File: config.mk
export PLATFORM = sky130hd
export DESIGN_NAME = usb_token_decoder
export DESIGN_NICKNAME = d
export VERILOG_FILES = /design/src/rtl/usb_pkg.sv /design/src/rtl/usb_token_crc5.sv /design/src/rtl/usb_token_decoder.sv
export SDC_FILE = /design/constraint.sdc
export NUM_CORES = 1
export LEC_CHECK = 0
export ABC_CLOCK_PERIOD_IN_PS = 2900
export BUFFER_PORTS_ARGS = -buffer_cell sky130_fd_sc_hd__buf_4
export CAP_MARGIN = 20
export CORE_MARGIN = 1.5
export CORE_UTILIZATION = 55
export CTS_CLUSTER_SIZE = 12
export DETAILED_ROUTE_END_ITERATION = 8
export GPL_ROUTABILITY_DRIVEN = 0
export PLACE_DENSITY = 0.81
export SETUP_SLACK_MARGIN = 0.05
export SLEW_MARGIN = 20
export SYNTH_ARGS = -nofsm -noshare
export SYNTH_HDL_FRONTEND = slang
export SYNTH_SLANG_ARGS = --single-unit
File: constraint.sdc
create_clock -name clk -period 2.9 [get_ports clk]
set_input_delay 0.725 -clock clk [delete_from_list [all_inputs] [get_ports clk]]
set_output_delay 0.725 -clock clk [all_outputs]
set_load 0.05 [all_outputs]
File: src/rtl/usb_pkg.sv
// Shared USB definitions: PID codes, token decoder states and CRC5 constants/helpers.
package usb_pkg;

  typedef enum logic [3:0] {
    PidOut   = 4'b0001,
    PidIn    = 4'b1001,
    PidSof   = 4'b0101,
    PidSetup = 4'b1101,
    PidData0 = 4'b0011,
    PidData1 = 4'b1011,
    PidData2 = 4'b0111,
    PidMdata = 4'b1111,
    PidAck   = 4'b0010,
    PidNak   = 4'b1010,
    PidStall = 4'b1110,
    PidNyet  = 4'b0110,
    PidPre   = 4'b1100,
    PidSplit = 4'b1000,
    PidPing  = 4'b0100
  } usb_pid_e;

  typedef enum logic [2:0] {
    StIdle,
    StGetPid,
    StGetB1,
    StGetB2,
    StWaitEop,
    StDiscard
  } tok_state_e;

  localparam logic [4:0] CRC5_INIT     = 5'h1F;
  // Remainder left after clocking the 11 data bits plus the inverted CRC field.
  localparam logic [4:0] CRC5_RESIDUAL = 5'h0C;
  localparam logic [4:0] CRC5_POLY     = 5'h05;

  // One byte through the CRC5 register, LSB first as on the wire.
  function automatic logic [4:0] crc5_byte(input logic [4:0] crc, input logic [7:0] data);
    logic [4:0] c;
    c = crc;
    for (int i = 0; i < 8; i++) begin
      if (data[i] ^ c[4]) begin
        c = {c[3:0], 1'b0} ^ CRC5_POLY;
      end else begin
        c = {c[3:0], 1'b0};
      end
    end
    return c;
  endfunction

  function automatic logic is_token_pid(input logic [3:0] pid);
    logic tok;
    case (usb_pid_e'(pid))
      PidOut, PidIn, PidSof, PidSetup: tok = 1'b1;
      default:                         tok = 1'b0;
    endcase
    return tok;
  endfunction

endpackage

File: src/rtl/usb_token_crc5.sv
// Byte-wise USB CRC5 register with synchronous init (priority) and enable.
module usb_token_crc5
  import usb_pkg::*;
(
  input  logic       clk,
  input  logic       n_rst,
  input  logic       init_i,
  input  logic       en_i,
  input  logic [7:0] data_i,
  output logic [4:0] crc_o,
  output logic [4:0] crc_next_o
);

  logic [4:0] crc_q, crc_d;

  always_comb begin
    crc_next_o = crc5_byte(crc_q, data_i);
    crc_d      = crc_q;
    if (init_i) begin
      crc_d = CRC5_INIT;
    end else if (en_i) begin
      crc_d = crc_next_o;
    end
  end

  always_ff @(posedge clk or negedge n_rst) begin
    if (!n_rst) begin
      crc_q <= CRC5_INIT;
    end else begin
      crc_q <= crc_d;
    end
  end

  assign crc_o = crc_q;

endmodule

File: src/rtl/usb_token_decoder.sv
// USB token packet decoder: checks PID, gathers ADDR/ENDP, verifies CRC5, pulses result.
module usb_token_decoder
  import usb_pkg::*;
(
  input  logic       clk,
  input  logic       n_rst,
  input  logic [7:0] rx_data,
  input  logic       rx_valid,
  input  logic       rx_sop,
  input  logic       rx_eop,
  input  logic       rx_err,
  output logic       tok_valid,
  output logic [3:0] tok_pid,
  output logic [6:0] tok_addr,
  output logic [3:0] tok_endp,
  output logic       pid_err,
  output logic       crc_err,
  output logic       len_err,
  output logic       busy
);

  tok_state_e state_q, state_d, st_byte;
  logic [3:0] pid_q, pid_d;
  logic [6:0] addr_q, addr_d;
  logic [3:0] endp_q, endp_d;
  logic [3:0] tok_pid_q, tok_pid_d;
  logic [6:0] tok_addr_q, tok_addr_d;
  logic [3:0] tok_endp_q, tok_endp_d;
  logic       tok_valid_q, tok_valid_d;
  logic       pid_err_q, pid_err_d;
  logic       crc_err_q, crc_err_d;
  logic       len_err_q, len_err_d;
  logic       busy_q, busy_d;

  logic       crc_init, crc_en;
  logic [4:0] crc_q, crc_next, crc_cur;

  usb_token_crc5 u_crc5 (
    .clk        (clk),
    .n_rst      (n_rst),
    .init_i     (crc_init),
    .en_i       (crc_en),
    .data_i     (rx_data),
    .crc_o      (crc_q),
    .crc_next_o (crc_next)
  );

  always_comb begin
    state_d     = state_q;
    st_byte     = state_q;
    pid_d       = pid_q;
    addr_d      = addr_q;
    endp_d      = endp_q;
    tok_pid_d   = tok_pid_q;
    tok_addr_d  = tok_addr_q;
    tok_endp_d  = tok_endp_q;
    tok_valid_d = 1'b0;
    pid_err_d   = 1'b0;
    crc_err_d   = 1'b0;
    len_err_d   = 1'b0;
    crc_init    = 1'b0;
    crc_en      = 1'b0;
    crc_cur     = crc_q;

    if (rx_sop) begin
      state_d  = StGetPid;
      crc_init = 1'b1;
    end else if (rx_err && (state_q != StIdle)) begin
      state_d = StDiscard;
    end else begin
      // A byte arriving with eop is consumed first; eop then acts on the resulting state.
      if (rx_valid) begin
        unique case (state_q)
          StGetPid: begin
            if (rx_data[7:4] != ~rx_data[3:0]) begin
              pid_err_d = 1'b1;
              st_byte   = StDiscard;
            end else if (is_token_pid(rx_data[3:0])) begin
              pid_d   = rx_data[3:0];
              st_byte = StGetB1;
            end else begin
              st_byte = StDiscard;
            end
          end
          StGetB1: begin
            addr_d    = rx_data[6:0];
            endp_d[0] = rx_data[7];
            crc_en    = 1'b1;
            st_byte   = StGetB2;
          end
          StGetB2: begin
            endp_d[3:1] = rx_data[2:0];
            crc_en      = 1'b1;
            st_byte     = StWaitEop;
          end
          StWaitEop: begin
            len_err_d = 1'b1;
            st_byte   = StDiscard;
          end
          default: ;
        endcase
      end

      crc_cur = crc_en ? crc_next : crc_q;
      state_d = st_byte;

      if (rx_eop) begin
        unique case (st_byte)
          StGetPid, StGetB1, StGetB2: begin
            len_err_d = 1'b1;
            state_d   = StIdle;
          end
          StWaitEop: begin
            if (crc_cur == CRC5_RESIDUAL) begin
              tok_valid_d = 1'b1;
              tok_pid_d   = pid_d;
              tok_addr_d  = addr_d;
              tok_endp_d  = endp_d;
            end else begin
              crc_err_d = 1'b1;
            end
            state_d = StIdle;
          end
          StDiscard: state_d = StIdle;
          default: ;
        endcase
      end
    end

    busy_d = (state_d != StIdle);
  end

  always_ff @(posedge clk or negedge n_rst) begin
    if (!n_rst) begin
      state_q     <= StIdle;
      pid_q       <= '0;
      addr_q      <= '0;
      endp_q      <= '0;
      tok_pid_q   <= '0;
      tok_addr_q  <= '0;
      tok_endp_q  <= '0;
      tok_valid_q <= 1'b0;
      pid_err_q   <= 1'b0;
      crc_err_q   <= 1'b0;
      len_err_q   <= 1'b0;
      busy_q      <= 1'b0;
    end else begin
      state_q     <= state_d;
      pid_q       <= pid_d;
      addr_q      <= addr_d;
      endp_q      <= endp_d;
      tok_pid_q   <= tok_pid_d;
      tok_addr_q  <= tok_addr_d;
      tok_endp_q  <= tok_endp_d;
      tok_valid_q <= tok_valid_d;
      pid_err_q   <= pid_err_d;
      crc_err_q   <= crc_err_d;
      len_err_q   <= len_err_d;
      busy_q      <= busy_d;
    end
  end

  assign tok_valid = tok_valid_q;
  assign tok_pid   = tok_pid_q;
  assign tok_addr  = tok_addr_q;
  assign tok_endp  = tok_endp_q;
  assign pid_err   = pid_err_q;
  assign crc_err   = crc_err_q;
  assign len_err   = len_err_q;
  assign busy      = busy_q;

endmodule

-- Word-level counts from Yosys, hierarchy flattened
Cells that the tools add are included.
- register bits: 43
- logic and storage cells: 121
- bits of input ports: 14
- mux-type cells: 64
- bitwise logic cells: 19
- equal/unequal tests: 15
- reductions and logical operators: 10
- operator list (cell ; count):
    $mux W3 ; 18
    $mux W1 ; 35
    $mux W4 ; 5
    $not A2 Y2 ; 8
    $mux W5 ; 3
    $mux W7 ; 2
    $eq A3 B2 Y1 const B ; 4
    $pmux W3 S4 ; 1
    $eq A3 B3 Y1 const B ; 3
    $eq A4 B4 Y1 const B ; 2
    $xor A1 B1 Y1 ; 8
    $eq A3 B1 Y1 const B ; 2
    $reduce_bool A3 Y1 ; 2
    $eq A5 B4 Y1 const B ; 1
    $reduce_and A5 Y1 ; 1
    $reduce_or A5 Y1 ; 1
    $eq A4 B1 Y1 const B ; 1
    $eq A4 B3 Y1 const B ; 1
    $ne A4 B4 Y1 ; 1
    $not A4 Y4 ; 1
    $reduce_or A4 Y1 ; 1
    $reduce_or A3 Y1 ; 1
    $not A1 Y1 ; 2
    $reduce_and A2 Y1 ; 1
    3 further kinds ; 3

-- Logic depth before layout (Yosys ltp)
Gate-level depths: netlist of the first run.
- depth in word-level cells: 23
- depth in mapped cells: 8
- depth with buffers taken out: 5

-- By module
A second synthesis of the first run with hierarchy kept.
- cell total of the unflattened synthesis: 184
- area, all modules: 2341.0 µm²
- by module, submodules not included (module ; area an instance (µm²) ; cells an instance ; instances):
    usb_token_decoder ; 1938.1 ; 154 ; 1
    usb_token_crc5 ; 402.9 ; 30 ; 1

-- Worst setup path after synthesis of the first run
Ideal clock, no wire load.
- path type: input port to flip-flop
- start point: input rx_valid
- end point: register tok_pid_q[0], in the netlist tok_pid[0]
- library setup time: 128 ps
- arrival: 2382 ps
- stages: 7
- data required time: 2772 ps
- buffers on the path: 3
- setup slack: 390 ps
- cell sequence: buf_6 > or4b_4 > a211o_1 > buf_2 > buf_6 > a221oi_2 > nand3_1
- word-level cells in the longest chain between the ends: 6
- elaborated cells on any way between the ends: 11
- classes of those cells: eq/ne: 2; mux: 8; reduce/logical: 1
- ends and longest elaborated chain (what ; RTL line ; RTL):
    from (decl) ; usb_token_decoder.sv:8 ; input logic rx_valid,
    $mux W1 ; usb_token_decoder.sv:72 ; if (rx_valid) begin
    $mux W1 ; usb_token_decoder.sv:68 ; end else if (rx_err && (state_q != StIdle)) begin
    $mux W1 ; usb_token_decoder.sv:65 ; if (rx_sop) begin
    $mux W5 ; usb_token_decoder.sv:104 ; crc_cur = crc_en ? crc_next : crc_q;
    $eq A5 B4 Y1 ; usb_token_decoder.sv:114 ; if (crc_cur == CRC5_RESIDUAL) begin
    $reduce_and A5 Y1 (no line) ; n/a ;
    to (signal assigned) ; usb_token_decoder.sv:152 ; tok_pid_q <= tok_pid_d;
    to (decl) ; usb_token_decoder.sv:26 ; logic [3:0] tok_pid_q, tok_pid_d;
Parallel ways exist; a longest one is shown, timed or not. The select of a mux whose other input is x is not followed.
A chain may end at the register's enable or synchronous reset.

-- Final worst setup path of the first run
- start point: register state_q[0]
- end point: register addr_q[4]
- word-level cells in the longest chain between the ends: 4
- elaborated cells on any way between the ends: 7
- classes of those cells: eq/ne: 1; mux: 2; bitwise: 1; reduce/logical: 3
- ends and longest elaborated chain (what ; RTL line ; RTL):
    from (decl) ; usb_token_decoder.sv:22 ; tok_state_e state_q, state_d, st_byte;
    from (signal assigned) ; usb_token_decoder.sv:135 ; state_q <= StIdle;
    from (signal assigned) ; usb_token_decoder.sv:148 ; state_q <= state_d;
    branches (longest 4 deep; another with $mux W7) ; n/a ;
    to (signal assigned) ; usb_token_decoder.sv:150 ; addr_q <= addr_d;
    to (decl) ; usb_token_decoder.sv:24 ; logic [6:0] addr_q, addr_d;
Several ways; the timed one is not identified.

==> results of run 1 <==
[worst paths after layout]
kind | end | start | depth (start not counted)
min reg2reg | pid_q[0] | pid_q[0] | 2
max | addr_q[4] | state_q[0] | 4
max reg2reg | addr_q[4] | state_q[0] | 4
min | tok_endp[1] | n_rst | 1
max in group asynchronous | u_crc5.crc_o[4] | n_rst | 1
min in group clk | pid_q[0] | pid_q[0] | 2
[cells in the final DEF, fill, tap and decap left out, types with 3 or more instances in the layout]
cell       n
a211oi_1   9
a21oi_1    8
a221oi_1   4
and3_1    15
buf_4     40
clkbuf_8   5
dfrtp_1   38
dfstp_2    5
inv_1      4
mux2_2    13
mux2i_1   15
nand2_1   10
nand3_1   31
nand4_1    3
nor2_1    14
nor3_1     3
nor4b_1    8
o21ai_0    3
o311ai_0   3
or3_1      4
or4_1     11
xnor2_1    9
xor2_1     8
[power by group]
part	leakage, µW	internal [µW]	switching, µW
clock network	0.0000513	253	201
registers	0.000552	605	11.4
logic	0.000775	55.4	82.0
[flip-flops by register name (all words and copies together), names as in the netlist]
signal	flops
tok_endp	4
pid_err	1
crc_err	1
state_q	3
addr_q	7
tok_valid	1
tok_addr	7
pid_q	4
endp_q	4
u_crc5.crc_o	5
busy	1
len_err	1
tok_pid	4
[cells by family after synthesis]
family          after synthesis  synth area share
xor+xnor                     19            0.0706
simple gates                117             0.258
flops                        43             0.404
mux                          28             0.111
compound gates               40             0.109
buf+inv                      26            0.0472
[layout make-up]
cell class                 instances  area, µm²  share of cell area
clock inverter                     1       30.0             0.00979
timing repair buffer              41        320               0.104
multi-input combinational        204       1480               0.482
tap                               54       67.6              0.0220
sequential                        43       1080               0.353
inverter                           4       15.0             0.00489
clock buffer                       6       72.6              0.0237
[through the flow]
stage                     instances  hold WS [ps]  instance area [µm²]
after floorplan                 273           415                 2680
after global placement          346           445                 2970
after detailed placement        346           446                 2970
after CTS                       353           426                 3070
after global routing            353           444                 3070
final                           353           411                 3070
[worst max-delay path: cells and delay by family, from the launching register on]
family / cells / cell delay [ps]
muxes: 1 / 410
DFF: 1 / 580
and+or+nand+nor: 2 / 1010
AOI/OAI and AO/OA: 1 / 290
[per-layer routing]
metal,vias to the layer above,GRT usage
met4,0,0.0629
met5,-,0
li1,1075,-
met3,6,0.0552
met2,66,0.402
met1,1085,0.324
==> results.py, run 1 <==
metrics = {
    "logic_synthesis": {
        "synth_ff_type": "dfrtp_1",
        "syn-num-nets": 287,
        "synth_cell_type_count": 50,
        "yosysWarnings": 0,
        "synthCells": 273,
        "synthTopCellsByCount": "dfrtp_1 (38), nand3_1 (31), and3_1 (15), mux2i_1 (15), nor2_1 (14)",
        "synth_edf_count": 0,
        "avgSynthCellArea_um2": 9.81,
        "seq_area_frac_synth": 0.404,
        "synth_top_area_cell": "dfrtp_1",
        "netlist_area_um2": 2680,
        "synth_top_cell_area_share": 0.355,
        "synth-seq-cells": 43,
        "yosysMostFrequentCell": "dfrtp_1",
        "async_flop_share": 1.00,
        "synthTopCellsByArea": "dfrtp_1 (36%), nand3_1 (5.8%), mux2i_1 (5.6%)",
    },
    "die": {
        "die_area_um2": 5300,
        "fp-row-count": 25,
        "ios": 34,
        "die_x_um": 72.8,
        "fp.dieH_um": 72.8,
        "core_area_um2": 4690,
        "initial_utilization": 0.571,
    },
    "critical_path": {
        "crit_arrival_ps": 2580,
        "path_cells": "or3_1 -> a21o_1 -> nor3_2 -> mux2_2",
        "crit_fanout": 16,
        "cp.required_ps": 3080,
        "crit_path_start_kind": "flop",
        "critPathSlowestCell": "dfrtp_1",
        "ff2ff_setup_slack_ps": 500,
        "cpPeakStageDelay_ps": 580,
        "cp-end-kind": "flop",
        "criticalPathCategory": "reg -> reg",
    },
    "power": {
        "max-vdd-ir-drop_uv": 214,
        "powerDensity_nw_per_um2": 394,
        "finalPower_uw": 1210,
        "p_leak_uw": 0.00138,
    },
    "clock_tree": {
        "numCtsBuffers": 5,
        "worst_skew_pair.late_latency_ps": 290,
        "clkTransAtPathRegs_ps": 80,
        "post_cts_buffers": 0,
        "cts_tree": "done",
        "htree_levels": 2,
        "cts_max_path_buffers": 2,
        "root_buffer": "clkbuf_8",
        "hold_buffers": 0,
        "cts_sinks": 43,
        "post_cts_resized": 0,
    },
    "final_layout": {
        "final_nets": 313,
        "fin_util": 0.654,
        "antennaDiodeCount": 0,
        "n_fill_cell": 392,
        "syn2layout_area_growth_pct": 14.6,
        "drive_above_1_share": 0.247,
    },
    "routing": {
        "wl_met2_mm": 2.95,
        "wirelength_mm": 6.03,
        "dr_total_vias": 2232,
        "drt-initial-drc-count": 130,
        "wl_met3_um": 264,
        "viasPerCell": 6.32,
        "drc": 0,
        "drt_pass1_iterations": 4,
        "wl_met1_mm": 2.76,
        "ant_nets": 0,
        "wl_per_cell_um": 17.1,
        "top_layer": "met4",
    },
    "sta": {
        "slew_violations": 0,
        "setup_violations": 0,
        "post-route-min-period_ps": 2400,
        "hold_viol_final": 0,
        "tightest_slew_ps": 656,
        "fmax_mhz": 417,
        "finClkSkew_ps": 7.13,
        "max_slew_margin": 0.561,
        "rsz0062_at_grt": "no",
        "fin_setup_tns_ps": 0,
        "postLayoutSetupSlackWorst_ps": 503,
        "period_share": 0.826,
    },
    "grt": {
        "grt_usage": 0.243,
        "grt_start_max_net_pins": 44,
        "globalRouteOverflowTotal": 0,
        "grt_pass1_vias": 2096,
        "antenna_found_initial": 0,
        "grt_first_pass_wirelength_mm": 10.1,
    },
    "place": {
        "dp_worst_setup_slack_ps": 229,
        "hpwlAfterDp_mm": 4.15,
        "port-buffer-count": 33,
    },
    "worst_hold_path": {
        "hold_class": "in -> async",
    },
    "job": {
        "drv_cap": 0,
    },
    "run_status": {
        "status": "finished clean",
    },
}
(Power assumes the default switching activity.)
==> inputs of run 2 (changes only) <==
--- a/config.mk
+++ b/config.mk
@@ -5,11 +5,11 @@
 export SDC_FILE = /design/constraint.sdc
 export NUM_CORES = 1
 export LEC_CHECK = 0
-export ABC_CLOCK_PERIOD_IN_PS = 2900
+export ABC_CLOCK_PERIOD_IN_PS = 2200
 export BUFFER_PORTS_ARGS = -buffer_cell sky130_fd_sc_hd__buf_4
 export CAP_MARGIN = 20
 export CORE_MARGIN = 1.5
-export CORE_UTILIZATION = 55
+export CORE_UTILIZATION = 52
 export CTS_CLUSTER_SIZE = 12
 export DETAILED_ROUTE_END_ITERATION = 8
 export GPL_ROUTABILITY_DRIVEN = 0
==> constraint.sdc (replaced) <==
create_clock -name clk -period 2.2 [get_ports clk]
set_input_delay 0.55 -clock clk [delete_from_list [all_inputs] [get_ports clk]]
set_output_delay 0.55 -clock clk [all_outputs]
set_load 0.05 [all_outputs]
==> results.py, run 2 (synthesized netlist as in run 1, its figures left out) <==
metrics = {
    "critical_path": {
        "cp-end-kind": "flop",
        "reg2reg_depth": 8,
        "cp.required_ps": 2450,
        "r2r_start": "state_q[0]",
        "ff2ff_setup_slack_ps": 70,
        "criticalPathCategory": "reg -> reg",
        "crit_path_start_kind": "flop",
        "r2r-end": "tok_addr[5]",
        "crit_fanout": 15,
        "crit_arrival_ps": 2370,
    },
    "job": {
        "drv_cap": 0,
    },
    "run_status": {
        "status": "finished clean",
    },
    "clock_tree": {
        "htree_levels": 2,
        "clkTransAtPathRegs_ps": 90,
        "cts_max_path_buffers": 2,
        "cts_sinks": 43,
        "worst_skew_pair.late_latency_ps": 300,
        "root_buffer": "clkbuf_8",
        "numCtsBuffers": 5,
        "cts_tree": "done",
    },
    "place": {
        "hpwlAfterDp_mm": 4.38,
        "place_area_um2": 3270,
        "port-buffer-count": 33,
        "dp_worst_setup_slack_ps": -222,
    },
    "final_layout": {
        "mostFrequentLayoutCells": "buf_4 (64), dfrtp_1 (37), nand3_1 (31)",
        "mostFrequentLayoutCell": "buf_4",
        "drive_above_1_share": 0.356,
        "final_nets": 344,
        "antennaDiodeCount": 0,
        "syn2layout_area_growth_pct": 28.5,
        "n_fill_cell": 373,
        "final_area_um2": 3440,
    },
    "sta": {
        "post-route-min-period_ps": 2130,
        "rsz0062_at_grt": "yes",
        "hold_viol_final": 0,
        "slew_violations": 0,
        "tightest_slew_ps": 528,
        "hold_slack_ps": 217,
        "postLayoutSetupSlackWorst_ps": 71.4,
        "max_slew_margin": 0.648,
        "fmax_mhz": 470,
        "setup_violations": 0,
        "finClkSkew_ps": 14.4,
        "period_share": 0.968,
    },
    "routing": {
        "drt-initial-drc-count": 274,
        "viasPerCell": 6.14,
        "drt_pass1_iterations": 4,
        "wl_per_cell_um": 17.3,
        "dr_total_vias": 2443,
        "wirelength_mm": 6.90,
        "drc": 0,
        "ant_nets": 0,
    },
    "die": {
        "fp.dieH_um": 74.8,
        "core_area_um2": 4850,
        "fp-row-count": 25,
        "die_x_um": 74.8,
        "die_area_um2": 5590,
        "initial_utilization": 0.552,
        "ios": 34,
    },
    "power": {
        "powerDensity_nw_per_um2": 457,
        "p_leak_uw": 0.00153,
        "finalPower_uw": 1570,
        "max-vdd-ir-drop_uv": 297,
    },
    "grt": {
        "grt_first_pass_wirelength_mm": 10.9,
        "grt_usage": 0.259,
        "grt_start_max_net_pins": 44,
        "grt_pass1_vias": 2311,
        "globalRouteOverflowTotal": 0,
        "antenna_found_initial": 0,
    },
    "worst_hold_path": {
        "hold_class": "in -> async",
    },
}
[run 2: layout make-up]
class	count	area, µm²	share of cell area
inverter	4	15.0	0.00436
multi-input combinational	207	1590	0.463
timing repair buffer	69	572	0.166
sequential	43	1080	0.315
tap	67	83.8	0.0244
clock inverter	1	8.76	0.00255
clock buffer	7	86.3	0.0251
[run 2: where the power goes]
| part | switching, µW | internal (µW) | leakage (µW) |
|---|---|---|---|
| clock | 284 | 258 | 0.0000484 |
| sequential | 5.77 | 799 | 0.000551 |
| combinational | 125 | 101 | 0.000929 |
[run 2: worst max-delay path by stage]
stage,start,endpoint,slack (ps)
2_1_floorplan,rx_valid,tok_pid[3],-60
3_3_place_gp,rx_valid,tok_endp[3],-180
3_5_place_dp,rx_valid,tok_endp[2],-220
4_1_cts,state_q[2],tok_endp[2],80
5_1_grt,state_q[0],tok_endp[3],10
6_report,state_q[0],tok_addr[5],70
[run 2: stage by stage]
stage | TNS [ps] | util | instances
after global routing | 0 | 0.710 | 398
after CTS | 0 | 0.696 | 394
final | 0 | 0.710 | 398
after floorplan | -527 | - | 273
after global placement | -1810 | 0.674 | 385
after detailed placement | -2270 | 0.674 | 385
[run 2: metal layers]
| layer | wire, µm | vias to the layer above | global-route usage |
|---|---|---|---|
| met1 | 3070 | 1210 | 0.353 |
| met4 | 85 | 0 | 0.101 |
| met3 | 398 | 11 | 0.0469 |
| li1 | - | 1143 | - |
| met2 | 3350 | 79 | 0.413 |
| met5 | 0 | - | 0 |
[run 2: timing repair]
action,in CTS,in global routing
gates cloned,1,2
setup endpoints to repair,1,16
setup buffers,0,2
pin swaps,1,2
hold buffers,0,0
gates resized for setup,0,7
[run 2: worst max-delay path, cell delays in order (launching register included)]
cell	delay (ps)
dfrtp_1	360
buf_4	210
nand4b_1	260
buf_4	230
a211o_2	420
buf_4	180
nor4b_4	260
a211oi_2	70
nand3_1	90
==> inputs of run 3 (changes only) <==
--- a/config.mk
+++ b/config.mk
@@ -13,7 +13,7 @@
 export CTS_CLUSTER_SIZE = 12
 export DETAILED_ROUTE_END_ITERATION = 8
 export GPL_ROUTABILITY_DRIVEN = 0
-export PLACE_DENSITY = 0.81
+export PLACE_DENSITY = 0.88
 export SETUP_SLACK_MARGIN = 0.05
 export SLEW_MARGIN = 20
 export SYNTH_ARGS = -nofsm -noshare
==> results.py, run 3 (synthesized netlist as in run 1, its figures left out) <==
metrics = {
    "run_status": {
        "status": "finished clean",
    },
    "clock_tree": {
        "cts_tree": "done",
        "worst_skew_pair.late_latency_ps": 300,
        "cts_sinks": 43,
        "cts_max_path_buffers": 2,
        "clkTransAtPathRegs_ps": 80,
        "root_buffer": "clkbuf_8",
        "numCtsBuffers": 5,
        "htree_levels": 2,
    },
    "sta": {
        "max_slew_margin": 0.631,
        "rsz0062_at_grt": "yes",
        "tightest_slew_ps": 553,
        "postLayoutSetupSlackWorst_ps": 116,
        "post-route-min-period_ps": 2080,
        "finClkSkew_ps": 8.58,
        "period_share": 0.947,
        "slew_violations": 0,
        "setup_violations": 0,
        "hold_viol_final": 0,
        "fmax_mhz": 480,
    },
    "power": {
        "max-vdd-ir-drop_uv": 348,
        "switchingPower_uw": 419,
        "comb_power_share": 0.145,
        "p_int_uw": 1240,
        "power_frac_clock": 0.370,
        "p_leak_uw": 0.00154,
        "finalPower_uw": 1650,
        "sw_frac_of_total": 0.253,
        "powerDensity_nw_per_um2": 481,
        "power_frac_seq": 0.485,
    },
    "final_layout": {
        "mostFrequentLayoutCells": "buf_4 (65), dfrtp_1 (38), nand3_1 (31)",
        "n_fill_cell": 342,
        "fin_util": 0.710,
        "mostFrequentLayoutCell": "buf_4",
        "syn2layout_area_growth_pct": 28.5,
        "final_nets": 344,
        "antennaDiodeCount": 0,
        "drive_above_1_share": 0.345,
    },
    "place": {
        "hpwlAfterDp_mm": 4.48,
        "port-buffer-count": 33,
        "dp_worst_setup_slack_ps": -256,
    },
    "die": {
        "die_x_um": 74.8,
        "die_area_um2": 5590,
        "fp.dieH_um": 74.8,
        "initial_utilization": 0.552,
        "ios": 34,
        "core_area_um2": 4850,
        "fp-row-count": 25,
    },
    "critical_path": {
        "crit_path_start_kind": "flop",
        "reg2reg_depth": 5,
        "r2r-end": "tok_endp[1]",
        "r2r_start": "state_q[1]",
        "cp.required_ps": 2370,
        "cp-end-kind": "flop",
        "crit_arrival_ps": 2260,
        "criticalPathCategory": "reg -> reg",
        "ff2ff_setup_slack_ps": 120,
        "crit_fanout": 5,
    },
    "routing": {
        "drt_pass1_iterations": 4,
        "ant_nets": 0,
        "wl_per_cell_um": 17.7,
        "drt-initial-drc-count": 181,
        "viasPerCell": 6.23,
        "dr_total_vias": 2474,
        "wirelength_mm": 7.04,
        "drc": 0,
    },
    "grt": {
        "globalRouteOverflowTotal": 0,
        "antenna_found_initial": 0,
        "grt_pass1_vias": 2380,
        "grt_start_max_net_pins": 44,
        "grt_first_pass_wirelength_mm": 11.2,
        "grt_usage": 0.264,
    },
    "job": {
        "drv_cap": 0,
    },
    "worst_hold_path": {
        "hold_class": "in -> async",
    },
}
==> run 3: worst max-delay path, stage by stage, from the launching register on <==
cell and delay [ps]:
dfrtp_1 380, or4b_4 590, a211o_4 390, buf_4 170
a221oi_1 300, nand3_1 130
==> run 3: routing by layer <==
metal / track usage / vias up / share of wire
li1: - / 1150 / -
met1: 0.334 / 1200 / 0.41
met2: 0.444 / 110 / 0.50
met3: 0.0495 / 14 / 0.061
met4: 0.115 / 0 / 0.020
met5: 0 / - / 0
==> run 3: power groups by stage <==
| stage | clock, µW | combinational [µW] | sequential (µW) |
|---|---|---|---|
| 3_3_place_gp | 0 | 213 | 819 |
| 5_1_grt | 643 | 259 | 803 |
| 4_1_cts | 618 | 229 | 802 |
| 3_5_place_dp | 0 | 220 | 819 |
| 6_report | 613 | 240 | 802 |
| 2_1_floorplan | 0 | 111 | 828 |
==> run 3: area by class of cell <==
class                           instances  area (µm²)  share of cell area
Tap cell                               67        83.8              0.0244
Sequential cell                        43        1080               0.315
Inverter                                4        15.0             0.00436
Clock buffer                            5        68.8              0.0200
Timing Repair Buffer                   69         559               0.163
Multi-Input combinational cell        207        1590               0.463
Clock inverter                          2        37.5              0.0109
==> run 3: per-stage QoR <==
| step | instances | setup TNS [ps] | cell area (µm²) | hold WS, ps |
|---|---|---|---|---|
| 2_1_floorplan | 273 | -527 | 2750 | 254 |
| 6_report | 397 | 0 | 3440 | 229 |
| 5_1_grt | 397 | 0 | 3440 | 272 |
| 3_5_place_dp | 386 | -2200 | 3260 | 448 |
| 4_1_cts | 395 | 0 | 3390 | 250 |
| 3_3_place_gp | 386 | -1710 | 3260 | 434 |
==> run 3: how the worst max path moves through the flow <==
stage | cells past startpoint | from | endpoint | slack [ps]
3_5_place_dp | 6 | rx_valid | tok_endp[1] | -260
5_1_grt | 6 | state_q[0] | tok_endp[2] | 40
3_3_place_gp | 6 | rx_valid | tok_endp[3] | -180
4_1_cts | 5 | state_q[1] | tok_endp[1] | 50
6_report | 5 | state_q[1] | tok_endp[1] | 120
2_1_floorplan | 7 | rx_valid | tok_pid[3] | -60
==> run 3: timing repair <==
action / 4_1_cts / 5_1_grt
endpoints found under the setup margin: 1 / 14
hold buffers: 0 / 0
buffers inserted: 1 / 0
pin swaps: 1 / 1
gates resized for setup: 0 / 6
cloned: 1 / 2
